--- config.mk ---
export PLATFORM = sky130hd
export DESIGN_NAME = ext_ram_ctrl
export DESIGN_NICKNAME = d
export VERILOG_FILES = /design/src/rtl/ldpc_mem_pkg.sv /design/src/rtl/rr_arbiter_2.sv /design/src/rtl/ext_ram_ctrl.sv
export SDC_FILE = /design/constraint.sdc
export NUM_CORES = 1
export LEC_CHECK = 0
export CAP_MARGIN = 20
export CORE_UTILIZATION = 31
export DETAILED_ROUTE_END_ITERATION = 8
export GPL_TIMING_DRIVEN = 0
export MAX_ROUTING_LAYER = met4
export PLACE_DENSITY = 0.87
export RECOVER_POWER = 100
export SLEW_MARGIN = 0
export SYNTH_ARGS = -nofsm -noshare
export SYNTH_HDL_FRONTEND = slang
export SYNTH_SLANG_ARGS = --single-unit
export TNS_END_PERCENT = 100
--- constraint.sdc ---
create_clock -name clk -period 1.85 [get_ports clk]
set_clock_uncertainty 0.15 [all_clocks]
set_input_delay 0.2775 -clock clk [delete_from_list [all_inputs] [get_ports clk]]
set_output_delay 0.2775 -clock clk [all_outputs]
set_load 0.005 [all_outputs]
--- src/rtl/ldpc_mem_pkg.sv ---
// Shared types and constants for the LDPC extrinsic-message memory controller.
package ldpc_mem_pkg;

    typedef enum logic {
        SERVE = 1'b0,
        CLEAR = 1'b1
    } ext_ctrl_state_t;

    localparam int unsigned PORT_CNU = 0;
    localparam int unsigned PORT_VNU = 1;

endpackage

--- src/rtl/rr_arbiter_2.sv ---
// Two-requester round-robin arbiter; grant is combinational, pointer is registered.
module rr_arbiter_2
    import ldpc_mem_pkg::*;
(
    input  logic       clk,
    input  logic       rst,
    input  logic [1:0] req,
    input  logic       advance,
    output logic [1:0] gnt
);

    // High when the VNU port was granted most recently, so CNU wins the next conflict.
    logic last_vnu_q;

    always_ff @(posedge clk) begin
        if (rst) begin
            last_vnu_q <= 1'b1;
        end else if (advance) begin
            last_vnu_q <= gnt[PORT_VNU];
        end
    end

    always_comb begin
        gnt = 2'b00;
        if (req == 2'b11) begin
            gnt = last_vnu_q ? 2'b01 : 2'b10;
        end else begin
            gnt = req;
        end
    end

endmodule

--- src/rtl/ext_ram_ctrl.sv ---
// Two-port arbitrated front end for an external single-port synchronous RAM,
// with a full-array zeroing sweep.
module ext_ram_ctrl
    import ldpc_mem_pkg::*;
#(
    parameter int unsigned DATA_WIDTH = 8,
    parameter int unsigned ADDR_WIDTH = 8,
    parameter int unsigned RAM_DEPTH  = 1 << ADDR_WIDTH
) (
    input  logic                  clk,
    input  logic                  rst,
    input  logic                  req0_valid,
    input  logic                  req0_we,
    input  logic [ADDR_WIDTH-1:0] req0_addr,
    input  logic [DATA_WIDTH-1:0] req0_wdata,
    output logic                  req0_ready,
    input  logic                  req1_valid,
    input  logic                  req1_we,
    input  logic [ADDR_WIDTH-1:0] req1_addr,
    input  logic [DATA_WIDTH-1:0] req1_wdata,
    output logic                  req1_ready,
    output logic                  rsp0_valid,
    output logic [DATA_WIDTH-1:0] rsp0_rdata,
    output logic                  rsp1_valid,
    output logic [DATA_WIDTH-1:0] rsp1_rdata,
    input  logic                  clr_start,
    output logic                  clr_busy,
    output logic                  clr_done,
    output logic [ADDR_WIDTH-1:0] ram_address,
    output logic [DATA_WIDTH-1:0] ram_data_in,
    output logic                  ram_chip_sel,
    output logic                  ram_write_en,
    input  logic [DATA_WIDTH-1:0] ram_data_out
);

    // One spare bit so the terminal count never aliases with address 0 on wrap.
    localparam int unsigned CNT_W = ADDR_WIDTH + 1;

    ext_ctrl_state_t  state_q, state_d;
    logic [CNT_W-1:0] clr_cnt_q, clr_cnt_d;
    logic [1:0]       rd_pend_q, rd_pend_d;
    logic             clr_done_q, clr_done_d;
    logic [1:0]       req, gnt;
    logic             grant_any;

    assign req       = (state_q == SERVE) ? {req1_valid, req0_valid} : 2'b00;
    assign grant_any = |gnt;

    rr_arbiter_2 u_arb (
        .clk     (clk),
        .rst     (rst),
        .req     (req),
        .advance (grant_any),
        .gnt     (gnt)
    );

    always_ff @(posedge clk) begin
        if (rst) begin
            state_q    <= SERVE;
            clr_cnt_q  <= '0;
            rd_pend_q  <= 2'b00;
            clr_done_q <= 1'b0;
        end else begin
            state_q    <= state_d;
            clr_cnt_q  <= clr_cnt_d;
            rd_pend_q  <= rd_pend_d;
            clr_done_q <= clr_done_d;
        end
    end

    always_comb begin
        state_d      = state_q;
        clr_cnt_d    = clr_cnt_q;
        clr_done_d   = 1'b0;
        rd_pend_d    = gnt & ~{req1_we, req0_we};
        req0_ready   = gnt[PORT_CNU];
        req1_ready   = gnt[PORT_VNU];
        ram_chip_sel = 1'b0;
        ram_write_en = 1'b0;
        ram_address  = '0;
        ram_data_in  = '0;
        case (state_q)
            SERVE: begin
                if (gnt[PORT_CNU]) begin
                    ram_chip_sel = 1'b1;
                    ram_write_en = req0_we;
                    ram_address  = req0_addr;
                    ram_data_in  = req0_wdata;
                end else if (gnt[PORT_VNU]) begin
                    ram_chip_sel = 1'b1;
                    ram_write_en = req1_we;
                    ram_address  = req1_addr;
                    ram_data_in  = req1_wdata;
                end
                if (clr_start) begin
                    state_d   = CLEAR;
                    clr_cnt_d = '0;
                end
            end
            CLEAR: begin
                ram_chip_sel = 1'b1;
                ram_write_en = 1'b1;
                ram_address  = clr_cnt_q[ADDR_WIDTH-1:0];
                if (clr_cnt_q == CNT_W'(RAM_DEPTH - 1)) begin
                    state_d    = SERVE;
                    clr_cnt_d  = '0;
                    clr_done_d = 1'b1;
                end else begin
                    clr_cnt_d = clr_cnt_q + CNT_W'(1);
                end
            end
            default: state_d = SERVE;
        endcase
    end

    assign clr_busy   = (state_q == CLEAR);
    assign clr_done   = clr_done_q;
    assign rsp0_valid = rd_pend_q[PORT_CNU];
    assign rsp1_valid = rd_pend_q[PORT_VNU];
    assign rsp0_rdata = rd_pend_q[PORT_CNU] ? ram_data_out : '0;
    assign rsp1_rdata = rd_pend_q[PORT_VNU] ? ram_data_out : '0;

endmodule

After elaboration in Yosys (flattened, before gate mapping)
Cells that the tools add are included.
{"block": "op_classes", "n_addsub": 1, "bitwise_logic": 3, "reduce_logical": 2, "eq_ne": 3, "mux": 24}
{"op": "$mux 8", "count": 7}
{"op": "$mux 9", "count": 2}
{"op": "$pmux 9 s2", "count": 1}
{"op": "$pmux 8 s2", "count": 1}
{"op": "$add 9x1->9 const B", "count": 1}
{"op": "$eq 9x8->1 const B", "count": 1}
{"op": "$mux 1", "count": 7}
{"op": "$mux 2", "count": 3}
{"op": "$pmux 1 s2", "count": 3}
{"op": "$reduce_or 2->1", "count": 2}
{"op": "$and 2x2->2", "count": 1}
{"op": "$eq 2x2->1 const B", "count": 1}
{"op": "$ne 2x2->1 const B", "count": 1}
{"op": "$not 2->2", "count": 1}
{"op": "$not 1->1", "count": 1}
{"block": "word_totals", "out_inout_bits": 40, "register_bits": 14, "word_cells": 38, "inputBits": 47}

Longest topological paths before layout
Gate-level depths: netlist of the first run.
{"block": "depth", "depth_word": 6, "mapped_depth": 5, "mapped_depth_nobuf": 5}

Hierarchy
A second synthesis of the first run with hierarchy kept.
{"block": "hier_totals", "hier_cells": 145, "area_unflattened_um2": 1068.5}
{"mod": "ext_ram_ctrl", "area_each_um2": 1014.7, "instances": 1, "seq_area_each_um2": 260.2, "cells_each": 139}
{"mod": "rr_arbiter_2", "area_each_um2": 53.8, "instances": 1, "seq_area_each_um2": 20.0, "cells_each": 6}

Worst setup path before layout of the first run
Ideal clock, no wire load.
{"block": "synth_path", "path_kind": "reg-to-reg", "start": "reg clr_cnt_q[0]", "end": "reg clr_cnt_q[5]", "arrival_time_ns": 1.296, "required_time_ns": 1.567, "n_path_buf": 0, "setup_slack_ns": 0.272, "setup_time_ns": 0.133, "path_stages_with_launch": 6, "synth_period_minus_slack_ns": 1.578, "path_cell_list": "dfxtp_1 ha_1 nand3_2 o41a_1 nand3_1 a31oi_1"}
{"block": "synth_between", "elab_chain_len": 3, "elab_cells_between_ends": 4, "cone_classes": "add/sub: 1; eq/ne: 1; mux: 2"}
{"item": "from (decl)", "line": "ext_ram_ctrl.sv:40", "source": "logic [CNT_W-1:0] clr_cnt_q, clr_cnt_d;"}
{"item": "from (signal assigned)", "line": "ext_ram_ctrl.sv:65", "source": "clr_cnt_q <= clr_cnt_d;"}
{"item": "$add 9x1->9 / $eq 9x8->1 (equally long branches)", "line": "ext_ram_ctrl.sv:109, ext_ram_ctrl.sv:104"}
{"item": "$mux 9 *", "line": "ext_ram_ctrl.sv:104", "source": "if (clr_cnt_q == CNT_W'(RAM_DEPTH - 1)) begin"}
{"item": "$pmux 9 s2 *", "line": "ext_ram_ctrl.sv:82", "source": "case (state_q)"}
Mark *: on every way between the ends. The rest lies on a longest branch, timed or not.
A chain may end at the register's enable or synchronous reset.

Final worst setup path of the first run
{"block": "layout_path", "start": "reg state_q, in the netlist clr_busy", "end": "out ram_data_in[2]"}
{"block": "layout_between", "elab_chain_len": 6}
{"item": "from (decl)", "line": "ext_ram_ctrl.sv:39", "source": "ext_ctrl_state_t state_q, state_d;"}
{"item": "from (signal assigned)", "line": "ext_ram_ctrl.sv:64", "source": "state_q <= state_d;"}
{"item": "$mux 2", "line": "ext_ram_ctrl.sv:46", "source": "assign req = (state_q == SERVE) ? {req1_valid, req0_valid} : 2'b00;"}
{"item": "$eq 2x2->1", "line": "rr_arbiter_2.sv:25", "source": "if (req == 2'b11) begin"}
{"item": "$mux 2", "line": "rr_arbiter_2.sv:25"}
{"item": "$mux 8", "line": "ext_ram_ctrl.sv:89", "source": "end else if (gnt[PORT_VNU]) begin"}
{"item": "$mux 8", "line": "ext_ram_ctrl.sv:84", "source": "if (gnt[PORT_CNU]) begin"}
{"item": "$mux 8 *", "line": "ext_ram_ctrl.sv:82"}
{"item": "to (decl)", "line": "ext_ram_ctrl.sv:30", "source": "output logic [DATA_WIDTH-1:0] ram_data_in,"}
Marked as above.

==> results.json, run 1 <==
{
  "worst_pin_slew_ns": 0.479,
  "ant_nets": 0,
  "timing.final.ws_setup_ns": -0.109,
  "clockRootBuffer": "clkbuf_4",
  "internal_power_mw": 0.672,
  "synth.area.top_cells": "dfxtp_1 28%, and2_1 11%, a222oi_1 8.0%, a22o_1 7.0%, inv_1 4.1%",
  "drive_gt1_share_pct": 24.7,
  "via_count": 1360,
  "grt_max_degree": 11,
  "min_period_ns": 1.96,
  "fin_crit_sh_pct": 106,
  "cp.arrival_ns": 1.53,
  "fmax_mhz": 511,
  "diodes": 0,
  "ys_types": 35,
  "slew_viol_final": 0,
  "cap_viol_max_count": 0,
  "htree_levels": 1,
  "synth_warnings": 0,
  "synth_ff_type": "dfxtp_1",
  "yosysSeqAreaShare_pct": 28.1,
  "grt_usage_pct": 22.6,
  "slew_headroom_pct": 67.9,
  "drt_pre_antenna_iters": 6,
  "synth_most_common_cell": "and2_1",
  "p_comb_share_pct": 40.7,
  "post-place-ws_ns": -0.715,
  "ys_seq_elements": 14,
  "setup_viol": 18,
  "synthTopCellsByCount": "17 x and2_1, 14 x dfxtp_1, 11 x inv_1, 8 x a222oi_1, 8 x a22o_1",
  "hold_buffers": 0,
  "syn_to_final_growth_pct": 105,
  "status": "complete, but fails checks",
  "clkPwrFrac_pct": 24.4,
  "synth_edf_count": 0,
  "crit_required_ns": 1.42,
  "fin_util_pct": 66.8,
  "place_area_um2": 1910,
  "tritoncts": "done",
  "fp.dieArea_um2": 3440,
  "via_per_inst": 5.09,
  "placementRows": 20,
  "rsz0062_at_grt": "yes",
  "finish.instance_area_um2": 2040,
  "fp.coreArea_um2": 3050,
  "routedWlPerCell_um": 13.8,
  "drtIter0Drc": 69,
  "nets": 272,
  "netlist_area_um2": 996,
  "critPathCaptureType": "output pin",
  "worstPathMaxFanout": 6,
  "critical_path_class": "reg2out",
  "numPortBuffers": 86,
  "drc": 0,
  "initial_core_util_pct": 32.6,
  "die_x_um": 58.7,
  "seqPwrFrac_pct": 34.9,
  "netlist_instances": 117,
  "avgSynthCellArea_um2": 8.51,
  "synthesis.nets": 165,
  "hold_viol_final": 0,
  "violations": "setup timing",
  "startpoint_type": "register",
  "leakage_nw": 0.873,
  "synth_top_area_share_pct": 28.1,
  "hold_class": "reg2reg",
  "clk_latency_ns": 0.29,
  "clockBufferDepth": 2,
  "routed_wl_um": 3690,
  "cts_made_buffers": 3,
  "async_flop_share_pct": 0,
  "grt_remaining_overflow": 0,
  "powerDensity_nw_per_um2": 455,
  "grt_pass1_wl_um": 5820,
  "yosys.area.top_type": "dfxtp_1",
  "hpwlAfterDp_um": 2600,
  "die_h_um": 58.7,
  "numClockSinks": 14,
  "switchingPower_mw": 0.256,
  "switching_share_pct": 27.6,
  "vdd_drop_max_v": 0.000263,
  "antenna_found_initial": 0,
  "num_io_pins": 87,
  "clk_pin_slew_ns": 0.08,
  "grt_pass1_vias": 1287,
  "routabilityCongestion": 0.818
}
per-stage QoR:
step | TNS, ns | std cells | hold slack (ns) | total power [mW]
floorplan | 0 | 117 | 0.200 | 0.447
global placement | -11.57 | 247 | 0.342 | 0.677
detailed placement | -11.72 | 247 | 0.339 | 0.680
CTS | -1.13 | 266 | 0.358 | 0.918
global route | -3.18 | 267 | 0.393 | 0.974
finish | -1.18 | 267 | 0.370 | 0.928
power by group through the flow:
stage               Clock [mW]  Combinational, mW  Sequential, mW
floorplan                    0              0.121           0.326
global placement             0              0.348           0.330
detailed placement           0              0.350           0.330
CTS                      0.226              0.368           0.323
global route             0.242              0.407           0.325
finish                   0.226              0.378           0.324
path summary, 6_finish.rpt:
check	from	endpoint	slack, ns	depth (start not counted)
worst min register to register	clr_cnt_q[0]	clr_cnt_q[0]	0.37	1
worst min-delay path	clr_cnt_q[0]	clr_cnt_q[0]	0.37	1
worst max-delay path	clr_busy	ram_data_in[2]	-0.11	7
worst max register to register	clr_cnt_q[1]	clr_cnt_q[7]	0.02	5
worst max-delay path, cell delays in order, from the launching register on:
cell and delay, ns:
dfxtp_4 0.39, nand2b_4 0.14, a21oi_4 0.04, buf_6 0.13
buf_6 0.11, buf_6 0.11, a22o_1 0.21, buf_2 0.13
final cells by class:
type,count,area (um2)
flip-flops and latches,14,289
repair buffers,102,922
inverters,11,41.3
plain buffers,5,45.0
clock buffers,4,36.3
multi-input cells,87,652
well taps,44,55.1
fillers,255,1010
routing by layer:
layer / vias to the layer above / track usage, % / part of all wire [%]
li1: 656 / - / -
met1: 632 / 26.6 / 40
met2: 64 / 38.9 / 53
met3: 8 / 4.62 / 5.7
met4: 0 / 6.46 / 1.6
met5: - / - / 0
sequential cells by signal, indices dropped and copies added, names as in the netlist:
| register | count |
|---|---|
| u_arb.last_vnu_q | 1 |
| rd_pend_q | 2 |
| clr_busy | 1 |
| clr_done | 1 |
| clr_cnt_q | 9 |
cell families (layout without fill, tap and decap cells):
group / Yosys count / in the layout / synth area share [%]
adder cells (fa/ha/maj): 1 / 1 / 1.26
buffers and inverters: 16 / 122 / 7.03
AO/OA/AOI/OAI: 36 / 36 / 32.0
AND/OR/NAND/NOR: 50 / 50 / 31.5
flip-flops: 14 / 14 / 28.1
layout by cell type (no fill, tap or decap), types with 2 or more instances in the layout:
cell,instances
clkdlybuf4s50_1,60
and2_1,17
buf_2,17
buf_6,13
inv_1,11
dfxtp_1,9
a22o_1,8
buf_4,8
a222oi_1,8
nor2_1,6
nand2_1,5
a21oi_1,5
nand3_1,4
dfxtp_2,4
or3_1,3
nand2b_1,3
nor3b_1,3
o21ai_0,3
clkbuf_4,3
dlygate4sd2_1,3
nand2b_4,2
a21oi_4,2
a31oi_1,2
dlygate4sd3_1,2
clkdlybuf4s25_1,2
timing repair:
item / 4_1_cts / 5_1_grt
gates cloned: 1 / 0
setup endpoints to repair: 34 / 25
gates resized for setup: 96 / 8
pin swaps: 15 / 11
buffers inserted: 14 / 1
(Power assumes the default switching activity.)
==> run 2, diff against run 1 <==
--- a/config.mk
+++ b/config.mk
@@ -6,14 +6,15 @@
 export NUM_CORES = 1
 export LEC_CHECK = 0
 export CAP_MARGIN = 20
-export CORE_UTILIZATION = 31
+export CORE_UTILIZATION = 33
 export DETAILED_ROUTE_END_ITERATION = 8
 export GPL_TIMING_DRIVEN = 0
 export MAX_ROUTING_LAYER = met4
-export PLACE_DENSITY = 0.87
+export PLACE_DENSITY = 0.89
 export RECOVER_POWER = 100
 export SLEW_MARGIN = 0
 export SYNTH_ARGS = -nofsm -noshare
 export SYNTH_HDL_FRONTEND = slang
+export SYNTH_HIERARCHICAL = 1
 export SYNTH_SLANG_ARGS = --single-unit
 export TNS_END_PERCENT = 100
==> results.json, run 2 <==
{
  "status": "complete, but fails checks",
  "violations": "setup timing",
  "p_comb_share_pct": 46.0,
  "rsz0062_at_grt": "yes",
  "synth_edf_count": 0,
  "whs_ns": 0.325,
  "post-place-ws_ns": -0.975,
  "diodes": 0,
  "critical_path_class": "reg2out",
  "place_area_um2": 2040,
  "worst_pin_slew_ns": 0.493,
  "min_period_ns": 2.37,
  "vdd_drop_max_v": 0.000216,
  "synth_top_area_share_pct": 26.2,
  "die_h_um": 58.9,
  "slew_viol_final": 0,
  "startpoint_type": "register",
  "largest-register": "clr_cnt_q",
  "routed_wl_um": 5090,
  "internal_power_mw": 0.721,
  "hold_class": "reg2reg",
  "synth.area.top_cells": "dfxtp_1 26%, a22oi_1 11%, and2_1 9.4%, o21ai_0 6.6%, nand2_1 5.6%",
  "wl_met3_um": 350,
  "grt_remaining_overflow": 0,
  "drt_pre_antenna_iters": 4,
  "routed-wl-met2_um": 2620,
  "fmax_mhz": 421,
  "tritoncts": "done",
  "synth_ff_type": "dfxtp_1",
  "final_common_cell": "clkdlybuf4s50_1",
  "htree_levels": 1,
  "layout_common_cells": "65 x clkdlybuf4s50_1, 18 x buf_2, 17 x buf_6, 16 x nand2_1, 16 x and2_1",
  "ant_nets": 0,
  "avgSynthCellArea_um2": 7.37,
  "clk_pin_slew_ns": 0.09,
  "clk_latency_ns": 0.29,
  "grt_max_degree": 11,
  "hpwlAfterDp_um": 2870,
  "grt_usage_pct": 29.9,
  "antenna_found_initial": 0,
  "drc": 0,
  "hold_viol_final": 0,
  "syn_to_final_growth_pct": 121,
  "grt_pass1_wl_um": 7450,
  "synthTopCellsByCount": "16 x and2_1, 16 x nand2_1, 15 x a22oi_1, 14 x dfxtp_1, 14 x o21ai_0",
  "seqPwrFrac_pct": 31.2,
  "fin_crit_sh_pct": 128,
  "slew_headroom_pct": 67.2,
  "clockBufferDepth": 2,
  "ys_types": 40,
  "clkPwrFrac_pct": 22.8,
  "routabilityCongestion": 0.850,
  "worstPathMaxFanout": 5,
  "leakage_nw": 0.967,
  "yosys.area.top_type": "dfxtp_1",
  "setup_viol": 22,
  "async_flop_share_pct": 0,
  "powerDensity_nw_per_um2": 434,
  "drive_gt1_share_pct": 30.7,
  "fp.dieArea_um2": 3470,
  "placementRows": 20,
  "initial_core_util_pct": 35.0,
  "via_count": 1660,
  "finish.instance_area_um2": 2370,
  "critPathCaptureType": "output pin",
  "reg.largest.list": "clr_cnt_q: 9 flops, rd_pend_q: 2 flops",
  "grt_pass1_vias": 1609,
  "crit_required_ns": 1.42,
  "routedWlPerCell_um": 16.5,
  "netlist_area_um2": 1070,
  "clockRootBuffer": "clkbuf_4",
  "fp.coreArea_um2": 3050,
  "nets": 313,
  "die_x_um": 58.9,
  "num_io_pins": 87,
  "largest_reg_flops": 9,
  "final.setup.tns_ns": -9.03,
  "top_layer": "met4",
  "timing.final.ws_setup_ns": -0.524,
  "ys_seq_elements": 14,
  "synth_warnings": 6,
  "via_per_inst": 5.39,
  "switching_share_pct": 29.8,
  "numClockSinks": 14,
  "cp.arrival_ns": 1.95,
  "yosysSeqAreaShare_pct": 26.2,
  "cap_viol_max_count": 0,
  "drtIter0Drc": 92,
  "nFillCells": 210,
  "met1Wirelength_um": 1830,
  "numPortBuffers": 86,
  "switchingPower_mw": 0.306,
  "netlist_instances": 145,
  "cts_made_buffers": 3,
  "synthesis.nets": 193
}
## run 2: repair_timing
| action | CTS | global route |
|---|---|---|
| endpoints found under the hold margin | 0 | 0 |
| pin swaps | 9 | 6 |
| setup endpoints to repair | 21 | 33 |
| buffers inserted | 25 | 4 |
| gates cloned | 2 | 0 |
| gates resized for setup | 105 | 12 |
| hold buffers | 0 | 0 |
## run 2: stage by stage
stage	std cells	utilization, %	power (mW)
floorplan	145	-	0.464
global placement	275	66.9	0.680
detailed placement	275	66.9	0.684
CTS	305	75.4	0.977
global route	308	77.5	1.06
finish	308	77.5	1.03
## run 2: cell type report
cell class / count / area, um2 / area share (%)
timing repair buffer: 116 / 1070 / 45.4
clock buffer: 4 / 36.3 / 1.53
inverter: 3 / 11.3 / 0.476
buffer: 9 / 75.1 / 3.17
sequential: 14 / 284 / 12.0
tap: 44 / 55.1 / 2.33
multi-input combinational: 118 / 831 / 35.1
## run 2: metal layers
metal / vias up / GRT usage, %
met1: 746 / 28.7
met2: 118 / 54.4
met4: 0 / 20.7
met3: 28 / 4.84
li1: 768 / -
met5: - / -
## run 2: final timing paths
path	from	to	slack, ns	cells after the start
worst min-delay path	clr_cnt_q[8]	clr_cnt_q[8]	0.33	2
worst min register to register	clr_cnt_q[8]	clr_cnt_q[8]	0.33	2
worst max register to register	clr_busy	u_arb/last_vnu_q	-0.25	10
worst max-delay path	clr_busy	ram_write_en	-0.52	8
## run 2: cells by family after synthesis
| kind of cell | after synthesis | synth area share [%] |
|---|---|---|
| flops | 14 | 26.2 |
| fa+ha+maj | 1 | 1.17 |
| buf+inv | 13 | 6.20 |
| simple gates | 69 | 36.8 |
| compound gates | 47 | 28.8 |
| xor+xnor | 1 | 0.820 |
## run 2: worst max-delay path, stage by stage, from the launching register on
cell and delay, ns:
dfxtp_4 0.37, buf_8 0.13, nor2b_4 0.10, a21boi_4 0.29, buf_12 0.15, nor2b_4 0.05
buf_6 0.13, a221o_1 0.30, buf_2 0.13
## run 2: power groups by stage
| stage | clock network (mW) | registers [mW] | logic, mW |
|---|---|---|---|
| floorplan | 0 | 0.325 | 0.139 |
| global placement | 0 | 0.328 | 0.353 |
| detailed placement | 0 | 0.328 | 0.357 |
| CTS | 0.227 | 0.320 | 0.431 |
| global route | 0.240 | 0.321 | 0.502 |
| finish | 0.234 | 0.320 | 0.473 |
==> run 3, diff against run 2 <==
--- a/config.mk
+++ b/config.mk
@@ -8,6 +8,7 @@
 export CAP_MARGIN = 20
 export CORE_UTILIZATION = 33
 export DETAILED_ROUTE_END_ITERATION = 8
+export GPL_ROUTABILITY_DRIVEN = 0
 export GPL_TIMING_DRIVEN = 0
 export MAX_ROUTING_LAYER = met4
 export PLACE_DENSITY = 0.89
==> results of run 3 <==
Same layout as run 2: the final DEF is identical, and so are final timing and power.
